File: src/rtl/mouse_pkg.sv
// Shared types and helpers for the mouse event post-processor.
package mouse_pkg;

  // Width of clamped screen coordinates (covers 0..2047).
  localparam int COORD_W = 11;

  // Per-button gesture state.
  typedef enum logic [2:0] {
    IDLE     = 3'd0,
    PRESSED  = 3'd1,
    DRAG     = 3'd2,
    WAIT2    = 3'd3,
    PRESSED2 = 3'd4
  } btn_state_t;

  // Clock cycles per millisecond, never less than one.
  function automatic int ms_tick_div(input int clk_hz);
    int div;
    div = clk_hz / 1000;
    return (div < 1) ? 1 : div;
  endfunction

endpackage

File: src/rtl/mouse_btn_fsm.sv
// One button's gesture tracker: sampled-edge detection, press/click/double/drag
// classification and the double-click window timer.
module mouse_btn_fsm
  import mouse_pkg::*;
#(
  parameter int DBLCLK_MS = 300
) (
  input  logic clk,
  input  logic rst,
  input  logic sample,
  input  logic level,
  input  logic drag_hit,
  input  logic ms_tick,
  output logic rise,
  output logic press_pulse,
  output logic release_pulse,
  output logic click_pulse,
  output logic dbl_pulse,
  output logic drag_level,
  output logic drag_end_pulse
);

  localparam int TMR_W = (DBLCLK_MS < 1) ? 1 : $clog2(DBLCLK_MS + 1);

  btn_state_t       state_reg;
  logic             level_prev_reg;
  logic [TMR_W-1:0] timer_reg;
  logic             fall;

  // Edges are taken between consecutive sampled levels, not between clock cycles.
  assign rise = sample & level & ~level_prev_reg;
  assign fall = sample & ~level & level_prev_reg;

  // Gesture state machine; edges take priority over the drag test, and a press
  // arriving on the same tick that closes the window still counts as a double.
  always_ff @(posedge clk or negedge rst) begin
    if (!rst) begin
      state_reg      <= IDLE;
      level_prev_reg <= 1'b0;
      timer_reg      <= '0;
      press_pulse    <= 1'b0;
      release_pulse  <= 1'b0;
      click_pulse    <= 1'b0;
      dbl_pulse      <= 1'b0;
      drag_level     <= 1'b0;
      drag_end_pulse <= 1'b0;
    end else begin
      press_pulse    <= 1'b0;
      release_pulse  <= 1'b0;
      click_pulse    <= 1'b0;
      dbl_pulse      <= 1'b0;
      drag_end_pulse <= 1'b0;
      if (sample) begin
        level_prev_reg <= level;
      end
      case (state_reg)
        IDLE: begin
          if (rise) begin
            state_reg   <= PRESSED;
            press_pulse <= 1'b1;
          end
        end
        PRESSED: begin
          if (fall) begin
            state_reg     <= WAIT2;
            release_pulse <= 1'b1;
            click_pulse   <= 1'b1;
            timer_reg     <= TMR_W'(DBLCLK_MS);
          end else if (sample && drag_hit) begin
            state_reg  <= DRAG;
            drag_level <= 1'b1;
          end
        end
        DRAG: begin
          if (fall) begin
            state_reg      <= IDLE;
            release_pulse  <= 1'b1;
            drag_end_pulse <= 1'b1;
            drag_level     <= 1'b0;
          end
        end
        WAIT2: begin
          if (rise) begin
            state_reg   <= PRESSED2;
            press_pulse <= 1'b1;
          end else if (ms_tick) begin
            if (timer_reg <= TMR_W'(1)) begin
              state_reg <= IDLE;
              timer_reg <= '0;
            end else begin
              timer_reg <= timer_reg - TMR_W'(1);
            end
          end
        end
        PRESSED2: begin
          if (fall) begin
            state_reg     <= IDLE;
            release_pulse <= 1'b1;
            dbl_pulse     <= 1'b1;
          end else if (sample && drag_hit) begin
            state_reg  <= DRAG;
            drag_level <= 1'b1;
          end
        end
        default: begin
          state_reg <= IDLE;
        end
      endcase
    end
  end

endmodule

File: src/rtl/mouse_event_ctrl.sv
// Mouse post-processor: clamps MouseCtl position to the screen, derives board
// cells, latches the press point, runs the ms prescaler and one gesture FSM
// per button.
module mouse_event_ctrl
  import mouse_pkg::*;
#(
  parameter int SCREEN_W    = 1280,
  parameter int SCREEN_H    = 1024,
  parameter int CELL_SHIFT  = 6,
  parameter int NUM_BTN     = 2,
  parameter int CLK_HZ      = 108000000,
  parameter int DBLCLK_MS   = 300,
  parameter int DRAG_THRESH = 8
) (
  input  logic                        clk,
  input  logic                        rst,
  input  logic [11:0]                 raw_x,
  input  logic [11:0]                 raw_y,
  input  logic [NUM_BTN-1:0]          raw_btn,
  input  logic                        new_event,
  output logic [COORD_W-1:0]          x_pos,
  output logic [COORD_W-1:0]          y_pos,
  output logic [COORD_W-CELL_SHIFT-1:0] cell_col,
  output logic [COORD_W-CELL_SHIFT-1:0] cell_row,
  output logic [COORD_W-1:0]          press_x,
  output logic [COORD_W-1:0]          press_y,
  output logic [NUM_BTN-1:0]          btn_press,
  output logic [NUM_BTN-1:0]          btn_release,
  output logic [NUM_BTN-1:0]          btn_click,
  output logic [NUM_BTN-1:0]          btn_dbl,
  output logic [NUM_BTN-1:0]          btn_drag,
  output logic [NUM_BTN-1:0]          drag_end
);

  localparam int TICK_DIV = ms_tick_div(CLK_HZ);
  localparam int PRE_W    = (TICK_DIV > 1) ? $clog2(TICK_DIV) : 1;

  logic [COORD_W-1:0] x_next;
  logic [COORD_W-1:0] y_next;
  logic [COORD_W-1:0] x_pos_reg;
  logic [COORD_W-1:0] y_pos_reg;
  logic [COORD_W-1:0] press_x_reg;
  logic [COORD_W-1:0] press_y_reg;
  logic [PRE_W-1:0]   pre_cnt_reg;
  logic               ms_tick;
  logic               drag_hit;
  logic               any_rise;
  logic [NUM_BTN-1:0] rise_vec;
  logic signed [11:0] dx;
  logic signed [11:0] dy;
  logic [11:0]        dx_abs;
  logic [11:0]        dy_abs;

  // Clamp the raw position to the visible area.
  always_comb begin
    x_next = (raw_x > 12'(SCREEN_W - 1)) ? COORD_W'(SCREEN_W - 1) : raw_x[COORD_W-1:0];
    y_next = (raw_y > 12'(SCREEN_H - 1)) ? COORD_W'(SCREEN_H - 1) : raw_y[COORD_W-1:0];
  end

  // Drag test: new position against the latched press point, signed 12-bit distance.
  always_comb begin
    dx       = $signed({1'b0, x_next}) - $signed({1'b0, press_x_reg});
    dy       = $signed({1'b0, y_next}) - $signed({1'b0, press_y_reg});
    dx_abs   = dx[11] ? $unsigned(-dx) : $unsigned(dx);
    dy_abs   = dy[11] ? $unsigned(-dy) : $unsigned(dy);
    drag_hit = (dx_abs > 12'(DRAG_THRESH)) || (dy_abs > 12'(DRAG_THRESH));
  end

  assign ms_tick  = (pre_cnt_reg == PRE_W'(TICK_DIV - 1));
  assign any_rise = |rise_vec;

  // Free-running millisecond prescaler.
  always_ff @(posedge clk or negedge rst) begin
    if (!rst) begin
      pre_cnt_reg <= '0;
    end else if (ms_tick) begin
      pre_cnt_reg <= '0;
    end else begin
      pre_cnt_reg <= pre_cnt_reg + PRE_W'(1);
    end
  end

  // Position registers update on each event; the press point follows any rise.
  always_ff @(posedge clk or negedge rst) begin
    if (!rst) begin
      x_pos_reg   <= '0;
      y_pos_reg   <= '0;
      press_x_reg <= '0;
      press_y_reg <= '0;
    end else if (new_event) begin
      x_pos_reg <= x_next;
      y_pos_reg <= y_next;
      if (any_rise) begin
        press_x_reg <= x_next;
        press_y_reg <= y_next;
      end
    end
  end

  assign x_pos    = x_pos_reg;
  assign y_pos    = y_pos_reg;
  assign cell_col = x_pos_reg[COORD_W-1:CELL_SHIFT];
  assign cell_row = y_pos_reg[COORD_W-1:CELL_SHIFT];
  assign press_x  = press_x_reg;
  assign press_y  = press_y_reg;

  // One independent gesture tracker per button, sharing the drag test and tick.
  generate
    for (genvar gi = 0; gi < NUM_BTN; gi++) begin : g_btn
      mouse_btn_fsm #(
        .DBLCLK_MS(DBLCLK_MS)
      ) u_btn_fsm (
        .clk           (clk),
        .rst           (rst),
        .sample        (new_event),
        .level         (raw_btn[gi]),
        .drag_hit      (drag_hit),
        .ms_tick       (ms_tick),
        .rise          (rise_vec[gi]),
        .press_pulse   (btn_press[gi]),
        .release_pulse (btn_release[gi]),
        .click_pulse   (btn_click[gi]),
        .dbl_pulse     (btn_dbl[gi]),
        .drag_level    (btn_drag[gi]),
        .drag_end_pulse(drag_end[gi])
      );
    end
  endgenerate

endmodule

File: config.mk
export PLATFORM = sky130hd
export DESIGN_NAME = mouse_event_ctrl
export DESIGN_NICKNAME = d
export VERILOG_FILES = /design/src/rtl/mouse_pkg.sv /design/src/rtl/mouse_btn_fsm.sv /design/src/rtl/mouse_event_ctrl.sv
export SDC_FILE = /design/constraint.sdc
export NUM_CORES = 1
export LEC_CHECK = 0
export ABC_CLOCK_PERIOD_IN_PS = 5500
export BUFFER_PORTS_ARGS = -buffer_cell sky130_fd_sc_hd__buf_2
export CORE_ASPECT_RATIO = 0.7
export CORE_MARGIN = 5
export CORE_UTILIZATION = 45
export DETAILED_ROUTE_END_ITERATION = 16
export GPL_TIMING_DRIVEN = 0
export PLACE_DENSITY = 0.64
export SYNTH_ARGS = -nofsm -noshare
export SYNTH_HDL_FRONTEND = slang
export SYNTH_HIERARCHICAL = 1
export SYNTH_SLANG_ARGS = --single-unit
File: constraint.sdc
create_clock -name clk -period 5.5 [get_ports clk]
set_clock_uncertainty 0.15 [all_clocks]
set_input_delay 1.1 -clock clk [delete_from_list [all_inputs] [get_ports clk]]
set_output_delay 1.1 -clock clk [all_outputs]
set_load 0.01 [all_outputs]
==> results_dict.tcl, run 1 <==
set metrics [dict create \
    crit_required_ps 5640 \
    whs_ps 312 \
    wl_met1_um 8420 \
    cp-end-kind "flop" \
    p_sw_mw 1.17 \
    synth_edf_count 0 \
    ios 95 \
    num_rows 36 \
    synth_seq_cells 99 \
    synth_nets 793 \
    path_max_fanout 10 \
    syn_to_final_growth_pct 16.2 \
    clkTransAtPathRegs_ps 60 \
    fin_nets 898 \
    period_minus_slack_ps 5140 \
    clock_sinks 99 \
    intPower_mw 1.76 \
    drc 0 \
    firstDrtPassIters 4 \
    power.leakage_nw 3.46 \
    utilization_pct 53.4 \
    wl_met3_um 950 \
    avgSynthCellArea_um2 8.76 \
    final_cells 1030 \
    htree_num_levels 3 \
    wirelength_um 16400 \
    dpl.hpwl_um 12400 \
    grt_overflow 0 \
    setup_viol 0 \
    max_cap_viol_count 0 \
    vias 5630 \
    swShare_pct 39.9 \
    synth_cell_type_count 76 \
    io_buffers 94 \
    gp_congestion 0.865 \
    syn_area_um2 6410 \
    async_reset_ff_share_pct 100 \
    die_w_um 153 \
    tritoncts "yes" \
    critPathKind "in -> reg" \
    hold_viol 0 \
    status "completed" \
    grt_pass1_vias 5350 \
    ant_nets 0 \
    clkPwrFrac_pct 22.5 \
    worst-slew-pin-transition_ps 807 \
    fmaxAchievable_mhz 194 \
    maxSlewViolCount 0 \
    ys_top_cells_by_area "dfrtp_1 39%, ha_1 5.9%, nor2_1 5.6%" \
    grt_first_pass_wirelength_um 26900 \
    holdCritPathClass "reg -> reg" \
    power_density_nw_per_um2 393 \
    routedWlPerCell_um 15.9 \
    max-clock-path-buffers 2 \
    core_um2 14000 \
    pwr-share-seq_pct 33.6 \
    yosys.area.top_type "dfrtp_1" \
    synth_warnings 6 \
    antenna_found_initial 0 \
    yosysTopAreaCellShare_pct 38.6 \
    ys_seq_area_share_pct 38.6 \
    die_height_um 110 \
    cp.arrival_ps 5290 \
    largest_reg_flops 18 \
    clockRootBuffer "clkbuf_16" \
    dieArea_um2 16800 \
    r2r_slack_ps 1240 \
    placed_cells 1017 \
    synthFlopType "dfrtp_1" \
    dr_wl_met2_um 6900 \
    initial_utilization_pct 45.9 \
    global_route.usage.total_pct 19.8 \
    place_ws_ps -365 \
    start_kind "input pin" \
    antenna_cells 0 \
    rsz0062_at_grt "false" \
    min_period_over_period_pct 93.5 \
    vias_per_cell 5.47 \
    grt_start_max_net_pins 54 \
    cts.hold.buffers_added 0 \
    post-cts-setup-buffers 0 \
    tns_ps 0 \
    vdd_drop_max_v 0.000177 \
    numCtsBuffers 9 \
    clk_latency_ps 360 \
    drtIter0Drc 315 \
    comb_power_share_pct 43.9 \
    timing.final.ws_setup_ps 358 \
    slew_headroom_pct 45.3 \
    layout-drive-gt1-share_pct 19.0 \
    dr.max_layer_used "met4" \
    synthCells 732 \
]
[worst max-delay path: stages]
cell and delay, ps:
buf_2 90, or2_2 390, nor2_1 270, inv_1 80, ha_1 400, nor3b_1 190
a311oi_1 270, o311ai_1 290, nor4_1 620, a21boi_0 180, o22ai_1 200, o2111ai_1 120
nor4_1 240, o2111ai_1 230, and2_1 270, nand2_1 80, a22o_1 140, a21o_1 110
[stage by stage]
stage / total power [mW] / instance area (um^2)
after floorplan: 1.92 / 6410
after global placement: 2.21 / 7120
after detailed placement: 2.26 / 7150
after CTS: 2.94 / 7460
after global routing: 3.14 / 7450
final: 2.93 / 7450
[cells by family (layout without fill, tap and decap cells)]
family / after synthesis / in the layout / synth area share [%]
compound gates: 178 / 178 / 19.4
xor+xnor: 37 / 37 / 5.05
fa+ha+maj: 33 / 33 / 6.63
buf+inv: 103 / 211 / 6.83
flops: 99 / 99 / 38.6
mux: 6 / 6 / 1.05
other cells: 1 / 1 / 0.0585
simple gates: 275 / 275 / 22.3
[cell usage after synthesis (5+ instances only)]
cell type,instances
a211oi_1,5
a21oi_1,40
a31oi_1,13
and2_1,7
and3_1,11
buf_2,5
buf_4,12
clkbuf_1,18
dfrtp_1,99
ha_1,30
inv_1,68
mux2_2,6
nand2_1,50
nand2b_1,10
nand3_1,20
nand3b_1,6
nand4_1,7
nor2_1,95
nor2b_1,10
nor3_1,15
nor4_1,10
o2111ai_1,5
o211ai_1,9
o21a_1,6
o21ai_0,34
o2bb2ai_1,8
xnor2_1,23
xor2_1,14
[final timing paths]
kind                                           from  depth (start not counted)                                          end
min in group asynchronous                       rst                          1  g_btn[0].u_btn_fsm/timer_reg[8]$_DFFE_PN0P_
hold / removal             pre_cnt_reg[4]$_DFF_PN0_                          1                     pre_cnt_reg[4]$_DFF_PN0_
max in group asynchronous                       rst                          2                         x_pos[0]$_DFFE_PN0P_
hold reg to reg            pre_cnt_reg[4]$_DFF_PN0_                          1                     pre_cnt_reg[4]$_DFF_PN0_
setup reg to reg             press_y[0]$_DFFE_PN0P_                         15  g_btn[1].u_btn_fsm/state_reg[1]$_DFFE_PN0P_
setup / recovery                          raw_y[10]                         18  g_btn[0].u_btn_fsm/state_reg[0]$_DFFE_PN0P_
[layout by cell type, fill, tap and decap left out, drive strengths merged, types with 9 or more instances in the layout]
cell	count
buf	112
dfrtp	99
nor2	95
inv	68
nand2	50
a21oi	44
o21ai	39
ha	30
clkbuf	29
xnor2	23
nand3	20
nor3	19
xor2	14
a31oi	13
nor4	12
and3	11
nor2b	10
nand2b	10
o211ai	9
[what timing repair did]
action	4_1_cts	5_1_grt
pin swaps	0	0
setup endpoints to repair	2	8
resized for setup	1	0
[layout make-up]
cell class	count	area, um^2
Sequential cell	99	2480
Clock buffer	12	267
Inverter	68	255
Tap cell	190	238
Multi-Input combinational cell	530	3500
Buffer	34	179
Fill cell	1360	6510
Clock inverter	2	35.0
Timing Repair Buffer	95	500
[metal layers]
layer	track usage (%)	up-vias
li1	-	2781
met1	28.4	2691
met2	30.0	145
met3	5.63	13
met4	3.88	0
met5	0	-
[power by group through the flow]
stage,combinational (mW),sequential (mW),clock [mW]
final,1.29,0.984,0.659
after global routing,1.43,1.00,0.703
after CTS,1.28,0.983,0.676
after detailed placement,1.26,0.995,0
after global placement,1.22,0.986,0
after floorplan,0.931,0.993,0
(Power assumes the default switching activity.)
==> inputs of run 2 (changes only) <==
--- a/config.mk
+++ b/config.mk
@@ -7,7 +7,7 @@
 export LEC_CHECK = 0
 export ABC_CLOCK_PERIOD_IN_PS = 5500
 export BUFFER_PORTS_ARGS = -buffer_cell sky130_fd_sc_hd__buf_2
-export CORE_ASPECT_RATIO = 0.7
+export CORE_ASPECT_RATIO = 1.1
 export CORE_MARGIN = 5
 export CORE_UTILIZATION = 45
 export DETAILED_ROUTE_END_ITERATION = 16
==> run 2 against run 1 <==
Against the previous run: sequential cell count stayed put; first-iteration DRC count fell by 29%; count of clock-buffer cells in the layout fell by 1; largest power group unchanged; critical endpoint is now g_btn[0].u_btn_fsm/state_reg[1]$_DFFE_PN0P_; via count is essentially flat; clock power shrank 0.8%; combinational power about the same; die area is 0.21% lower.
==> results_dict.tcl, run 2 (synthesized netlist as in run 1, its figures left out) <==
set metrics [dict create \
    status "completed" \
    rsz0062_at_grt "false" \
    clock_sinks 99 \
    maxSlewViolCount 0 \
    ios 95 \
    syn_to_final_growth_pct 16.3 \
    whs_ps 330 \
    wirelength_um 16000 \
    core_um2 13900 \
    vdd_drop_max_v 0.000208 \
    critPathKind "in -> reg" \
    drc 0 \
    drtIter0Drc 224 \
    start_kind "input pin" \
    holdCritPathClass "reg -> reg" \
    layout-drive-gt1-share_pct 19.1 \
    firstDrtPassIters 5 \
    numCtsBuffers 9 \
    grt_pass1_vias 5524 \
    initial_utilization_pct 46.1 \
    grt_start_max_net_pins 72 \
    gp_congestion 0.885 \
    design_area_um2 7460 \
    cp.arrival_ps 5100 \
    antenna_found_initial 0 \
    dieArea_um2 16700 \
    worst-slew-pin-transition_ps 711 \
    die_w_um 124 \
    r2r_start "press_y[0]$_DFFE_PN0P_" \
    slowest_stage "nor4_1" \
    antenna_cells 0 \
    global_route.usage.total_pct 19.9 \
    io_buffers 94 \
    setup_viol 0 \
    final_cell_mix "99 x dfrtp_1, 98 x buf_2, 95 x nor2_1, 68 x inv_1, 50 x nand2_1" \
    max-clock-path-buffers 2 \
    cp_cell_sequence "buf_2 > or2_2 > nor2_1 > inv_1 > ha_1 > nor3b_1 > a311oi_1 > o311ai_1 > nor4_1 > a21boi_0 > o22ai_1 > o2111ai_1 > nor4_1 > o2111ai_1 > and2_1 > nor2_1 > or4_1 > a21oi_1" \
    fin_nets 898 \
    endpoint "g_btn[0].u_btn_fsm/state_reg[1]$_DFFE_PN0P_" \
    layout_commonest_cell "dfrtp_1" \
    crit_start "raw_y[10]" \
    fmaxAchievable_mhz 199 \
    post-cts-setup-buffers 0 \
    cp_num_cells 18 \
    grt_first_pass_wirelength_um 26800 \
    cp_num_buf_inv 2 \
    hold_viol 0 \
    min_period_over_period_pct 91.2 \
    ant_nets 0 \
    worst-r2r-cell-count 15 \
    slew_headroom_pct 51.8 \
    cp-end-kind "flop" \
    worstReg2RegEnd "g_btn[1].u_btn_fsm/state_reg[1]$_DFFE_PN0P_" \
    max_cap_viol_count 0 \
    routedWlPerCell_um 15.5 \
    largest_reg_flops 18 \
    max_stage_delay_ps 600 \
    num_rows 45 \
    r2r_slack_ps 1280 \
    htree_num_levels 3 \
    critPathTopFamily "simple AND/OR/NAND/NOR gates" \
    clockRootBuffer "clkbuf_16" \
    tritoncts "yes" \
    power.leakage_nw 3.45 \
    period_minus_slack_ps 5020 \
    die_height_um 135 \
    dpl.hpwl_um 12200 \
    placed_area_um2 7150 \
    grt_overflow 0 \
    fill_cells 1335 \
    crit_required_ps 5580 \
    clkTransAtPathRegs_ps 70 \
    clk_latency_ps 360 \
    power_density_nw_per_um2 389 \
    path_max_fanout 10 \
    vias_per_cell 5.47 \
    vias 5633 \
]
run 2: metrics by stage:
step	std cells	power [mW]	utilization (%)	setup TNS, ps	setup WS [ps]
6_report	1030	2.90	53.6	0	485
5_1_grt	1030	3.12	53.6	0	97.0
4_1_cts	1031	2.92	53.6	0	171
3_5_place_dp	1015	2.25	51.4	-1520	-337
3_3_place_gp	1014	2.20	51.2	-975	-284
2_1_floorplan	732	1.92	-	0	642
run 2: cell type report:
cell class	count	area, um^2	share of cell area, %
Tap cell	188	235	3.15
Multi-Input combinational cell	530	3500	47.0
Clock inverter	5	62.6	0.839
Buffer	34	179	2.40
Clock buffer	11	243	3.26
Inverter	68	255	3.42
Timing Repair Buffer	95	500	6.71
Sequential cell	99	2480	33.2
run 2: worst reg2reg max path, cell delays in order (launching register included):
cell and delay [ps]:
dfrtp_1 440, ha_1 230, fa_1 410, nand2b_1 200, a211oi_2 360, nor4b_1 110, a211oi_2 330, nand3b_1 200
or3_1 400, a32oi_1 160, nor4_1 80, o2111ai_1 170, and2_1 280, nor2_1 50, or4_1 410, a21oi_1 140
run 2: layer usage:
layer	share of wire [%]	vias to the layer above	global-route usage (%)
met1	43	2730	24.4
met4	1.9	0	7.38
met5	0	-	0
li1	-	2784	-
met2	52	99	35.6
met3	3.3	20	2.17
run 2: where the power goes:
part	internal (mW)	leakage (nW)	switching [mW]
combinational	0.536	2.10	0.730
clock	0.367	0.142	0.287
sequential	0.841	1.21	0.140
run 2: worst min-delay path by stage:
stage,slack [ps],endpoint,cells after the start,from
6_report,330,pre_cnt_reg[0]$_DFF_PN0_,1,pre_cnt_reg[0]$_DFF_PN0_
4_1_cts,340,pre_cnt_reg[0]$_DFF_PN0_,1,pre_cnt_reg[0]$_DFF_PN0_
3_3_place_gp,310,pre_cnt_reg[4]$_DFF_PN0_,1,pre_cnt_reg[4]$_DFF_PN0_
3_5_place_dp,330,pre_cnt_reg[4]$_DFF_PN0_,1,pre_cnt_reg[4]$_DFF_PN0_
2_1_floorplan,290,pre_cnt_reg[4]$_DFF_PN0_,1,pre_cnt_reg[4]$_DFF_PN0_
5_1_grt,380,pre_cnt_reg[4]$_DFF_PN0_,1,pre_cnt_reg[4]$_DFF_PN0_
run 2: timing repair:
| action | CTS | global route |
|---|---|---|
| resized for setup | 1 | 0 |
| setup endpoints to repair | 1 | 8 |
| hold buffers | 0 | 0 |
| pin swaps | 0 | 0 |
